[src/rtl/glitch_sequencer.sv]
// Glitch program sequencer: walks a registered program ROM (one-cycle read latency for both
// the instruction and the delay table) and drives glitch_out, programmed delays and trigger waits.
module glitch_sequencer #(
  parameter int unsigned PROG_LEN = 14,
  parameter int unsigned PT_W     = 8,
  parameter int unsigned OUT_W    = 8
) (
  input  logic             clk,
  input  logic             reset,
  input  logic             start,
  input  logic             abort,
  input  logic             trig_in,
  input  logic [11:0]      instr,
  input  logic [31:0]      delay_len,
  output logic [PT_W-1:0]  instr_pt,
  output logic [PT_W-1:0]  delay_num,
  output logic [OUT_W-1:0] glitch_out,
  output logic             busy,
  output logic             done,
  output logic             error
);

  typedef enum logic [2:0] {
    StIdle, StFetch, StDecode, StDsel, StDarm, StDcount, StTwait, StNext
  } state_e;

  typedef enum logic [1:0] {
    OpOut   = 2'b00,
    OpWait  = 2'b01,
    OpDelay = 2'b10,
    OpHalt  = 2'b11
  } op_e;

  state_e           state_q, state_d;
  logic [PT_W-1:0]  instr_pt_q, instr_pt_d;
  logic [PT_W-1:0]  delay_num_q, delay_num_d;
  logic [OUT_W-1:0] glitch_out_q, glitch_out_d;
  logic             busy_q, busy_d;
  logic             done_q, done_d;
  logic             error_q, error_d;
  logic [31:0]      cnt_q, cnt_d;
  logic [7:0]       edge_cnt_q, edge_cnt_d;
  logic             trig_d_q;
  logic             rom_ready_q;

  op_e         op;
  logic        en;
  logic        last;
  logic [7:0]  operand;
  logic [PT_W:0] ptr_next;
  logic        start_ok;
  logic        rise;
  logic        ptr_ovf;
  logic        halt_hit;
  logic        next_last;
  logic        next_ovf;
  logic        finish;

  assign op       = op_e'(instr[11:10]);
  assign en       = instr[9];
  assign operand  = instr[8:1];
  assign last     = instr[0];

  // The ROM spends its first post-reset cycle loading, so start is held off until then.
  assign start_ok = start & rom_ready_q & ~abort;
  assign rise     = trig_in & ~trig_d_q;
  assign ptr_next = {1'b0, instr_pt_q} + (PT_W+1)'(1);
  assign ptr_ovf  = ptr_next >= (PT_W+1)'(PROG_LEN);

  assign halt_hit  = (state_q == StDecode) & en & (op == OpHalt);
  assign next_last = (state_q == StNext) & last;
  assign next_ovf  = (state_q == StNext) & ~last & ptr_ovf;
  assign finish    = halt_hit | next_last | next_ovf;

  always_ff @(posedge clk) begin
    if (reset) begin
      state_q <= StIdle;
    end else begin
      state_q <= state_d;
    end
  end

  always_comb begin
    state_d = state_q;
    unique case (state_q)
      StIdle: begin
        if (start_ok) state_d = StFetch;
      end
      StFetch: state_d = StDecode;
      StDecode: begin
        if (!en) begin
          state_d = StNext;
        end else begin
          unique case (op)
            OpOut:   state_d = StNext;
            OpDelay: state_d = StDsel;
            OpWait:  state_d = StTwait;
            OpHalt:  state_d = StIdle;
            default: state_d = StNext;
          endcase
        end
      end
      StDsel: state_d = StDarm;
      StDarm: state_d = (delay_len == 32'd0) ? StNext : StDcount;
      StDcount: begin
        if (cnt_q <= 32'd1) state_d = StNext;
      end
      StTwait: begin
        if (rise && edge_cnt_q <= 8'd1) state_d = StNext;
      end
      StNext: state_d = finish ? StIdle : StFetch;
      default: state_d = StIdle;
    endcase
    if (abort) state_d = StIdle;
  end

  always_comb begin
    instr_pt_d   = instr_pt_q;
    delay_num_d  = delay_num_q;
    glitch_out_d = glitch_out_q;
    busy_d       = busy_q;
    done_d       = 1'b0;
    error_d      = error_q;
    cnt_d        = cnt_q;
    edge_cnt_d   = edge_cnt_q;
    unique case (state_q)
      StIdle: begin
        if (start_ok) begin
          instr_pt_d = '0;
          error_d    = 1'b0;
          busy_d     = 1'b1;
        end
      end
      StDecode: begin
        if (en) begin
          unique case (op)
            OpOut:   glitch_out_d = OUT_W'(operand);
            OpDelay: delay_num_d  = PT_W'(operand);
            OpWait:  edge_cnt_d   = (operand == 8'd0) ? 8'd1 : operand;
            OpHalt:  ;
            default: ;
          endcase
        end
      end
      StDarm: cnt_d = delay_len;
      StDcount: begin
        // Counter bottoms out at 1; the exit is taken on that cycle.
        if (cnt_q > 32'd1) cnt_d = cnt_q - 32'd1;
      end
      StTwait: begin
        if (rise && edge_cnt_q != 8'd0) edge_cnt_d = edge_cnt_q - 8'd1;
      end
      StNext: begin
        if (next_ovf) begin
          error_d = 1'b1;
        end else if (!finish) begin
          instr_pt_d = ptr_next[PT_W-1:0];
        end
      end
      default: ;
    endcase
    if (finish) begin
      busy_d = 1'b0;
      done_d = 1'b1;
    end
    // Abort freezes pointers and the error flag; only the pattern and busy are cleared.
    if (abort) begin
      instr_pt_d   = instr_pt_q;
      delay_num_d  = delay_num_q;
      glitch_out_d = '0;
      busy_d       = 1'b0;
      done_d       = 1'b0;
      error_d      = error_q;
    end
  end

  always_ff @(posedge clk) begin
    if (reset) begin
      instr_pt_q   <= '0;
      delay_num_q  <= '0;
      glitch_out_q <= '0;
      busy_q       <= 1'b0;
      done_q       <= 1'b0;
      error_q      <= 1'b0;
      cnt_q        <= '0;
      edge_cnt_q   <= '0;
      trig_d_q     <= 1'b0;
      rom_ready_q  <= 1'b0;
    end else begin
      instr_pt_q   <= instr_pt_d;
      delay_num_q  <= delay_num_d;
      glitch_out_q <= glitch_out_d;
      busy_q       <= busy_d;
      done_q       <= done_d;
      error_q      <= error_d;
      cnt_q        <= cnt_d;
      edge_cnt_q   <= edge_cnt_d;
      trig_d_q     <= trig_in;
      rom_ready_q  <= 1'b1;
    end
  end

  assign instr_pt   = instr_pt_q;
  assign delay_num  = delay_num_q;
  assign glitch_out = glitch_out_q;
  assign busy       = busy_q;
  assign done       = done_q;
  assign error      = error_q;

endmodule

[config.mk]
export PLATFORM = sky130hd
export DESIGN_NAME = glitch_sequencer
export DESIGN_NICKNAME = d
export VERILOG_FILES = /design/src/rtl/glitch_sequencer.sv
export SDC_FILE = /design/constraint.sdc
export NUM_CORES = 1
export LEC_CHECK = 0
export BUFFER_PORTS_ARGS = -buffer_cell sky130_fd_sc_hd__buf_2
export CORE_MARGIN = 3
export CORE_UTILIZATION = 56
export CTS_BUF_LIST = sky130_fd_sc_hd__clkbuf_16
export CTS_CLUSTER_DIAMETER = 50
export DETAILED_ROUTE_END_ITERATION = 12
export PLACE_DENSITY_LB_ADDON = 0.2
export SYNTH_ARGS = -nofsm -noshare
export SYNTH_HDL_FRONTEND = slang
export SYNTH_SLANG_ARGS = --single-unit
[constraint.sdc]
create_clock -name clk -period 2.55 [get_ports clk]
set_input_delay 0.3825 -clock clk [delete_from_list [all_inputs] [get_ports clk]]
set_output_delay 0.3825 -clock clk [all_outputs]
set_load 0.02 [all_outputs]
* Word-level counts from Yosys, hierarchy flattened *
Cells that the tools add are included.

storage, ports and cells
  register bits = 72
  latch bits = 0
  RAM bits = 0
  memory bits (read-only) = 0
  bits of input ports = 49
  output and inout port bits = 27
  logic and storage cells = 95
  memories = 0

operators by class
  add/sub/neg operators = 3
  multipliers = 0
  div/mod/pow operators = 0
  $lt $le $gt $ge = 4
  eq/ne operators = 20
  shift operators = 0
  mux-type cells = 24
  bitwise operators = 13
  reductions and logical operators = 20

operators with widths
  operator                                                                             count
  32-bit case mux with 2 select lines                                                  1
  8-bit 2-to-1 mux                                                                     7
  32-bit by 1-bit > comparator with 1-bit output, second input constant                1
  32-bit by 1-bit <= comparator with 1-bit output, second input constant               1
  32-bit logical NOT                                                                   1
  32-bit 2-to-1 mux                                                                    1
  8-bit case mux with 2 select lines                                                   2
  32-bit by 1-bit subtractor with 32-bit output, second input constant                 1
  3-bit case mux with 8 select lines                                                   1
  2-bit != test, second input constant                                                 9
  3-bit equality test, second input constant                                           4
  3-bit 2-to-1 mux                                                                     4
  3-bit case mux with 4 select lines                                                   1
  4-bit AND reduction                                                                  3
  8-bit by 1-bit adder with 9-bit output, second input constant                        1
  9-bit by 4-bit greater-or-equal comparator with 1-bit output, second input constant  1
  1-bit bitwise AND                                                                    8
  8-bit by 1-bit <= comparator with 1-bit output, second input constant                1
  8-bit logical NOT                                                                    1
  8-bit nonzero test                                                                   1
  8-bit by 1-bit subtractor with 8-bit output, second input constant                   1
  3-bit by 2-bit equality test with 1-bit output, second input constant                2
  3-bit AND reduction                                                                  2
  2-bit nonzero test                                                                   3
  16 further kinds                                                                     26

* Depth between registers and ports, before layout *
Gate-level depths: netlist of the first run.

  depth in word-level cells = 8
  gate-level depth with buffers = 9
  mapped depth without buffers = 8

* Least setup slack after synthesis of the first run *
OpenSTA, ideal clock, no wires.

  path kind = register to register
  start = register cnt_q[0]
  end = register cnt_q[30]
  library setup time = 0.070 ns
  data arrival time = 2.110 ns
  required time = 2.480 ns
  slack = 0.370 ns
  cell stages (with the launch flop) = 10
  buffers on the path = 1
  period minus slack after synthesis = 2.180 ns
  cells stage by stage = dfxtp_1 > inv_1 > ha_1 > or3b_4 > or3_1 > buf_4 > nor3_4 > nand3_1 > a21o_1 > a21oi_1

between the ends
  longest elaborated chain between the ends = 3
  elaborated cells between the ends (all ways) = 6
  classes of those cells = 1 x add/sub; 1 x order compare; 1 x eq/ne; 2 x mux; 1 x reduce/logical

ends and longest elaborated chain
  item                                                                                                             line  RTL
  from (decl)                                                                                                      41    logic [31:0] cnt_q, cnt_d;
  from (signal assigned)                                                                                           196   cnt_q <= cnt_d;
  32-bit by 1-bit subtractor with 32-bit output or 32-bit by 1-bit > comparator with 1-bit output (tied branches)  148   if (cnt_q > 32'd1) cnt_d = cnt_q - 32'd1;
  32-bit 2-to-1 mux or 2-bit != test (tied branches)                                                               --
  32-bit case mux with 2 select lines or 2-bit AND reduction (tied branches)                                       --

Several ways; a longest one is shown, not always the timed one. The select of a mux whose other input is x is not followed.
A chain may end at the register's enable or synchronous reset.

* Worst setup path after layout of the first run *
Same ends and word-level chain as after synthesis.

==> results of run 1 <==
==> power by group <==
group          switching [uW]  leakage, uW  internal (uW)
Sequential               26.4     0.000582           1150
Clock                     520     0.000140            667
Combinational             344      0.00139            202
Total                     890      0.00212           2020
==> how the worst max path moves through the flow <==
stage	slack [ns]	end	cells after the start
after floorplan	0.37	cnt_q[30]	9
after global placement	0.18	cnt_q[30]	8
after detailed placement	0.11	cnt_q[30]	8
after CTS	0.07	cnt_q[30]	8
after global routing	0.03	cnt_q[30]	8
final	0.18	cnt_q[30]	8
==> cells by family (layout without fill, tap and decap cells) <==
kind of cell,after synthesis,in the layout,share of synthesized area (%)
AOI/OAI and AO/OA,168,168,25.3
muxes,17,17,4.05
xor gates and xnor gates,5,5,1.04
adders and majority gates,6,6,1.79
buffers and inverters,45,124,4.50
DFF,72,72,34.3
and+or+nand+nor,232,232,29.1
==> worst max-delay path, delay by kind of cell, from the launching register on <==
kind	cells	cell delay, ns
compound gates	2	0.30
flops	1	0.34
buf+inv	1	0.12
fa+ha+maj	1	0.28
simple gates	4	1.25
==> area by class of cell <==
type	instances	share of cell area, %
flip-flops and latches	72	28.8
repair buffers	97	10.8
inverters	11	0.825
well taps	96	2.40
multi-input cells	428	51.6
clock inverters	7	1.08
clock buffers	9	4.50
==> repair_timing <==
| action | 4_1_cts | 5_1_grt |
|---|---|---|
| gates resized for setup | 0 | 2 |
| hold buffers | 0 | 0 |
| setup endpoints to repair | 0 | 8 |
==> metrics by stage <==
step / util, % / setup slack (ns)
6_report: 71.3 / 0.177
4_1_cts: 71.2 / 0.0659
3_5_place_dp: 67.2 / 0.106
3_3_place_gp: 67.2 / 0.181
5_1_grt: 71.3 / 0.0254
2_1_floorplan: - / 0.370
==> cell usage after synthesis, types with 4 or more instances <==
library cell / count / share of area [%]
a21oi_1: 52 / 6.2
nand4_1: 9 / 1.3
dfxtp_1: 72 / 34
ha_1: 6 / 1.8
a221oi_1: 4 / 0.83
o311a_1: 4 / 0.95
inv_1: 11 / 0.98
nor4_1: 16 / 2.4
buf_2: 6 / 0.71
or2_2: 10 / 1.5
nand2b_1: 6 / 0.89
nor4_2: 4 / 1.2
nand3_1: 10 / 1.2
and3_1: 7 / 1.0
a22oi_1: 5 / 0.89
o211ai_1: 4 / 0.71
nor3_1: 22 / 2.6
o31ai_1: 4 / 0.71
nor2_1: 64 / 5.7
o21ai_0: 41 / 4.9
a31oi_1: 10 / 1.5
o22ai_1: 4 / 0.60
and2_1: 4 / 0.60
nand2_1: 52 / 4.6
clkbuf_1: 24 / 2.1
mux2i_1: 17 / 4.0
nor2b_1: 6 / 0.89
a21o_1: 4 / 0.71
==> sequential cells by signal, indices dropped and copies added (netlist names) <==
signal       count
done             1
rom_ready_q      1
glitch_out       8
trig_d_q         1
state_q          3
edge_cnt_q       8
instr_pt         8
cnt_q           32
delay_num        8
busy             1
error            1
==> routing by layer <==
| layer | global-route usage (%) | vias up |
|---|---|---|
| li1 | - | 2166 |
| met1 | 38.3 | 2092 |
| met2 | 48.3 | 246 |
| met3 | 7.47 | 30 |
| met4 | 7.20 | 0 |
| met5 | 0 | - |
==> impl_metrics.json, run 1 <==
{
  "grt_max_degree": 54,
  "worstHoldPathCells": 2,
  "power_density_mw_per_mm2": 581,
  "routed_wl_um": 12400,
  "rsz0062_at_grt": "no",
  "cts_tree": "built",
  "cts_setup_buffers": 0,
  "final_nets": 674,
  "dp_hpwl_um": 8650,
  "num_vias": 4534,
  "grt_overflow": 0,
  "multi_input_area_mm2": 0.00258,
  "skew_ns": 0.00721,
  "register_area_mm2": 0.00144,
  "total_power_uw": 2910,
  "r2r.worst_path.cells": 8,
  "firstDrtPassIters": 5,
  "max_freq_mhz": 421,
  "synth_ff_type": "dfxtp_1",
  "n_fill_cell": 594,
  "initial_core_util_pct": 59.9,
  "async_reset_ff_share_pct": 0,
  "ys_seq_area_share_pct": 34.3,
  "maxCapViolCount": 0,
  "antenna_found_initial": 0,
  "reg2reg_slack_ns": 0.18,
  "drive_above_1_share_pct": 22.8,
  "max_stage_delay_ns": 0.43,
  "top_layer": "met4",
  "instances_no_fill": 720,
  "hold-worst-slack_ns": 0.318,
  "antenna_cells": 0,
  "die-area_mm2": 0.00858,
  "hold_path_end": "trig_d_q",
  "hp-start": "trig_in",
  "worstPathArrival_ns": 2.63,
  "ios": 76,
  "htreeDepth": 3,
  "synth_seq_cells": 72,
  "clk_pin_slew_worst_paths_ns": 0.06,
  "layout_min_cycle_time_ns": 2.37,
  "grt_pass1_vias": 4268,
  "netlist_instances": 545,
  "core-area_mm2": 0.00702,
  "post-place-cells": 704,
  "placed_area_mm2": 0.00472,
  "outcome": "finished, final reports clean",
  "drc": 0,
  "fp.dieH_um": 92.6,
  "synth_warnings": 0,
  "leakage_uw": 0.00212,
  "drt_iter0_drc": 389,
  "fin_area_mm2": 0.00500,
  "slowest_stage": "or3b_4",
  "cts_buffers": 9,
  "viasPerCell": 6.30,
  "clk-insertion-delay-late_ns": 0.33,
  "hold_violations": 0,
  "drtAntennaViolNets": 0,
  "row_count": 30,
  "startpoint": "cnt_q[0]",
  "critPathCaptureType": "register",
  "grt_usage_pct": 29.2,
  "port_buffers": 75,
  "max_slew.worst_pin.slew_ns": 0.621,
  "die_w_um": 92.6,
  "syn-num-nets": 600,
  "crit_fanout": 8,
  "detail_route.wl_per_cell_um": 17.2,
  "fin_tns_setup_ns": 0,
  "netlist_area_mm2": 0.00420,
  "relSlewSlack_pct": 57.5,
  "holdCritPathClass": "in2reg",
  "path_class": "reg2reg",
  "place_congestion": 0.905,
  "slew_violations": 0,
  "dr_wl_met3_um": 1150,
  "grt_pass1_wl_um": 20600,
  "ctsRootBufferMaster": "clkbuf_16",
  "synthToLayoutAreaGrowth_pct": 19.0,
  "synth_edf_count": 0,
  "crit_chain": "inv_1, ha_1, or3b_4, or3_4, nor3_4, nand3_1, a21o_1, a21oi_1",
  "cts_max_path_buffers": 2,
  "mostFrequentLayoutCells": "buf_2 (75), dfxtp_1 (72), nor2_1 (63), nand2_1 (52), a21oi_1 (52)",
  "cp.required_ns": 2.81,
  "route.met2.wl_um": 5850,
  "timing.rr.end": "cnt_q[30]",
  "synth.avg_cell_area_um2": 7.71,
  "min_period_over_period_pct": 93.0,
  "r2r-start": "cnt_q[0]",
  "ir_worst_vdd_mv": 0.362,
  "final_common_cell": "buf_2",
  "setup_viol": 0,
  "critPathLaunchType": "register",
  "wl_met1_um": 5130,
  "synth_cell_type_count": 68,
  "cts_sinks": 72
}
No activity file was read; power rests on OpenSTA's default activity.
==> inputs of run 2 (changes only) <==
PLACE_DENSITY = 0.8   (was not set)
PLACE_DENSITY_LB_ADDON = not set   (was 0.2)
RECOVER_POWER = 25   (was not set)
==> impl_metrics.json, run 2 (synthesized netlist as in run 1, its figures left out) <==
{
  "outcome": "finished, final reports clean",
  "num_vias": 4558,
  "holdCritPathClass": "in2reg",
  "max_slew.worst_pin.slew_ns": 1.14,
  "skew_ns": 0.00525,
  "hold_violations": 0,
  "grt_busiest_layer": "met2",
  "use_met2_pct": 45.9,
  "drc": 0,
  "min_period_over_period_pct": 94.9,
  "relSlewSlack_pct": 24.0,
  "port_buffers": 75,
  "synthToLayoutAreaGrowth_pct": 19.5,
  "fp.dieH_um": 92.6,
  "grt_use_met3_pct": 4.55,
  "final_nets": 673,
  "mostFrequentLayoutCells": "dfxtp_1 (72), nor2_1 (64), nand2_1 (52), a21oi_1 (52), buf_2 (52)",
  "crit_fanout": 8,
  "crit_path_frequent_cell": "a21oi_1",
  "rsz0062_at_grt": "no",
  "grt_usage_pct": 28.7,
  "max_stage_delay_ns": 0.44,
  "cts_buffers": 9,
  "grt_pass1_vias": 4222,
  "grt_util_met1_pct": 39.5,
  "ctsRootBufferMaster": "clkbuf_16",
  "leakage_uw": 0.00203,
  "firstDrtPassIters": 6,
  "cp.required_ns": 2.77,
  "critPathLaunchType": "register",
  "clk_pin_slew_worst_paths_ns": 0.06,
  "path_class": "reg2reg",
  "clk-insertion-delay-late_ns": 0.34,
  "largest_reg_flops": 32,
  "ios": 76,
  "htreeDepth": 3,
  "drtAntennaViolNets": 0,
  "grt_overflow": 0,
  "crit_chain": "inv_1, ha_1, or3b_4, or3_4, nor2_1, a21oi_1, o21ai_0, a21oi_1",
  "drive_above_1_share_pct": 18.8,
  "drt_iter0_drc": 437,
  "maxCapViolCount": 0,
  "ir_worst_vdd_mv": 0.374,
  "cts_tree": "built",
  "antenna_cells": 0,
  "grt_max_degree": 54,
  "critPathCaptureType": "register",
  "slew_violations": 0,
  "setup_viol": 0,
  "n_fill_cell": 578,
  "slowest_stage": "or3b_4",
  "initial_core_util_pct": 59.9,
  "worstPathArrival_ns": 2.64,
  "dp_hpwl_um": 8480,
  "regMostFlops": "cnt_q",
  "grt_pass1_wl_um": 20200,
  "layout_min_cycle_time_ns": 2.42,
  "fin_util_pct": 71.6,
  "viasPerCell": 6.34,
  "holdBufCountCts": 0,
  "detail_route.wl_per_cell_um": 17.2,
  "routed_wl_um": 12400,
  "final_common_cell": "dfxtp_1",
  "power_density_mw_per_mm2": 624,
  "cts_max_path_buffers": 2,
  "cts_sinks": 72,
  "register_area_mm2": 0.00144,
  "row_count": 30,
  "max_freq_mhz": 413,
  "die-area_mm2": 0.00858,
  "core-area_mm2": 0.00702,
  "antenna_found_initial": 0,
  "fin_tns_setup_ns": 0,
  "die_w_um": 92.6,
  "place_congestion": 0.932,
  "multi_input_area_mm2": 0.00258
}
-- run 2: what timing repair did --
| item | CTS | global route |
|---|---|---|
| resized for setup | 0 | 1 |
| endpoints found under the setup margin | 0 | 9 |
| setup buffers | 0 | 1 |
-- run 2: worst paths after layout --
| kind | cells past startpoint | slack [ns] | from | end |
|---|---|---|---|---|
| worst max register to register | 8 | 0.13 | cnt_q[0] | cnt_q[26] |
| worst max-delay path | 8 | 0.13 | cnt_q[0] | cnt_q[26] |
| worst min-delay path | 2 | 0.29 | trig_in | trig_d_q |
| worst min register to register | 2 | 0.48 | edge_cnt_q[6] | edge_cnt_q[6] |
-- run 2: per-stage QoR --
stage          total power, uW  cell area [um2]  hold slack [ns]  instances  setup WS (ns)
2_1_floorplan             1540             4200            0.440        545          0.370
3_3_place_gp              1710             4710            0.455        702          0.193
3_5_place_dp              1720             4710            0.469        702         0.0909
4_1_cts                   3090             5040            0.292        718         0.0491
6_report                  3140             5020            0.291        719          0.130
5_1_grt                   3220             5020            0.318        719        0.00417
-- run 2: cell type report --
cell class	count	share of cell area (%)
Sequential cell	72	28.7
Inverter	11	0.822
Clock buffer	9	4.48
Tap cell	96	2.39
Clock inverter	7	2.02
Timing Repair Buffer	96	10.3
Multi-Input combinational cell	428	51.3
-- run 2: report_power, final --
part	total (uW)	switching [uW]	internal, uW
Combinational	552	342	211
Clock	1410	540	867
Sequential	1180	27.6	1150
-- run 2: worst max-delay path: cells and delay by family, from the launching register on --
family                     cells  cell delay [ns]
AOI/OAI and AO/OA              3             0.43
adders and majority gates      1             0.29
buffers and inverters          1             0.13
DFF                            1             0.33
and+or+nand+nor                3             1.10
-- run 2: metal layers --
| metal | up-vias | wire (um) |
|---|---|---|
| met5 | - | 0 |
| met3 | 33 | 1070 |
| met2 | 235 | 5750 |
| met1 | 2119 | 5270 |
| li1 | 2171 | - |
| met4 | 0 | 259 |
==> inputs of run 3 (changes only) <==
CORE_MARGIN = 10   (was 3)
REMOVE_ABC_BUFFERS = 1   (was not set)
==> impl_metrics.json, run 3 (synthesized netlist as in run 1, its figures left out) <==
{
  "place_ws_ns": 0.172,
  "core-area_mm2": 0.00729,
  "detail_route.wl_per_cell_um": 17.6,
  "n_fill_cell": 655,
  "cp.depth": 8,
  "grt_pass1_vias": 4371,
  "min_period_over_period_pct": 92.4,
  "largest_reg_flops": 32,
  "clk_pin_slew_worst_paths_ns": 0.06,
  "grt_usage_pct": 21.6,
  "worstPathArrival_ns": 2.62,
  "total_power_uw": 2880,
  "max_stage_delay_ns": 0.48,
  "critPathCaptureType": "register",
  "drtAntennaViolNets": 0,
  "htreeDepth": 3,
  "die-area_mm2": 0.0114,
  "cts_buffers": 9,
  "dp_hpwl_um": 9110,
  "path_class": "reg2reg",
  "leakage_uw": 0.00203,
  "cp_top_family": "simple AND/OR/NAND/NOR gates",
  "antenna_cells": 0,
  "power.internal_uw": 2010,
  "routed_wl_um": 12800,
  "cp.required_ns": 2.82,
  "combPwrFrac_pct": 19.7,
  "startpoint": "cnt_q[1]",
  "cts_sinks": 72,
  "outcome": "finished, final reports clean",
  "cts_max_path_buffers": 2,
  "viasPerCell": 6.17,
  "final_nets": 677,
  "crit_fanout": 5,
  "mostFrequentLayoutCells": "dfxtp_1 (72), nor2_1 (63), buf_2 (53), nand2_1 (52), a21oi_1 (52)",
  "r2r.worst_path.cells": 8,
  "seq_power_share_pct": 40.8,
  "die_w_um": 107,
  "ios": 76,
  "power_density_mw_per_mm2": 576,
  "path_buf_inv": 1,
  "ir_worst_vdd_mv": 0.516,
  "port_buffers": 75,
  "firstDrtPassIters": 5,
  "row_count": 31,
  "timing.rr.end": "cnt_q[22]",
  "max_slew.worst_pin.slew_ns": 0.735,
  "endpoint": "cnt_q[22]",
  "drive_above_1_share_pct": 19.2,
  "reg2reg_slack_ns": 0.19,
  "slew_violations": 0,
  "fin_ws_ns": 0.194,
  "antenna_found_initial": 0,
  "holdCritPathClass": "in2reg",
  "fp.dieH_um": 107,
  "place_congestion": 0.940,
  "regMostFlops": "cnt_q",
  "grt_max_degree": 54,
  "drc": 0,
  "rsz0062_at_grt": "no",
  "ctsRootBufferMaster": "clkbuf_16",
  "cts_tree": "built",
  "initial_core_util_pct": 57.6,
  "synthToLayoutAreaGrowth_pct": 19.0,
  "clk-insertion-delay-late_ns": 0.34,
  "grt_pass1_wl_um": 20700,
  "final_common_cell": "dfxtp_1",
  "relSlewSlack_pct": 51.0,
  "critPathLaunchType": "register",
  "grt_overflow": 0,
  "p_sw_share_pct": 30.2,
  "maxCapViolCount": 0,
  "skew_ns": 0.00916,
  "crit_chain": "inv_1, ha_1, or3b_4, or3_1, nor4_4, nand4b_1, a21o_1, a21oi_1",
  "drt_iter0_drc": 297,
  "hold_violations": 0,
  "fin_tns_setup_ns": 0,
  "num_vias": 4474,
  "slowest_stage": "or3_1",
  "r2r-start": "cnt_q[1]",
  "layout_min_cycle_time_ns": 2.36,
  "p_sw_uw": 870,
  "setup_viol": 0,
  "power_frac_clock_pct": 39.5,
  "fin_util_pct": 68.6,
  "max_freq_mhz": 425
}
-- run 3: layout make-up --
cell class | instances | area, um2 | area share, %
Timing Repair Buffer | 100 | 548 | 11.0
Clock inverter | 6 | 37.5 | 0.751
Tap cell | 99 | 124 | 2.48
Clock buffer | 9 | 225 | 4.50
Multi-Input combinational cell | 428 | 2580 | 51.7
Inverter | 11 | 41.3 | 0.826
Sequential cell | 72 | 1440 | 28.8
-- run 3: power groups by stage --
| stage | clock (uW) | combinational [uW] | sequential [uW] |
|---|---|---|---|
| final | 1140 | 567 | 1180 |
| after global routing | 1190 | 616 | 1180 |
| after CTS | 1140 | 546 | 1170 |
| after detailed placement | 0 | 539 | 1200 |
| after global placement | 0 | 532 | 1200 |
| after floorplan | 0 | 321 | 1200 |
-- run 3: through the flow --
stage	hold WS (ns)	area, um2	std cells
after CTS	0.269	5020	725
after detailed placement	0.469	4750	710
after floorplan	0.440	4060	511
after global placement	0.456	4750	710
after global routing	0.282	5000	725
final	0.267	5000	725
-- run 3: worst min path at each step --
stage | cells after the start | endpoint | slack (ns) | from
global route | 2 | trig_d_q | 0.28 | trig_in
floorplan | 2 | cnt_q[24] | 0.44 | cnt_q[24]
finish | 2 | trig_d_q | 0.27 | trig_in
global placement | 2 | cnt_q[24] | 0.46 | cnt_q[24]
CTS | 2 | trig_d_q | 0.27 | trig_in
detailed placement | 2 | cnt_q[9] | 0.47 | cnt_q[9]
-- run 3: repair_timing --
action,4_1_cts,5_1_grt
hold endpoints to repair,0,0
setup endpoints to repair,0,2
gates resized for setup,0,2
setup buffers,0,0
hold buffers,0,0
-- run 3: metal layers --
metal  wire [um]  GRT usage (%)  up-vias  part of all wire [%]
li1            -              -     2161                     -
met1        5400           25.5     2087                    42
met2        6120           36.3      193                    48
met3        1010           6.41       33                   7.9
met4         253           7.83        0                   2.0
met5           0              0        -                     0
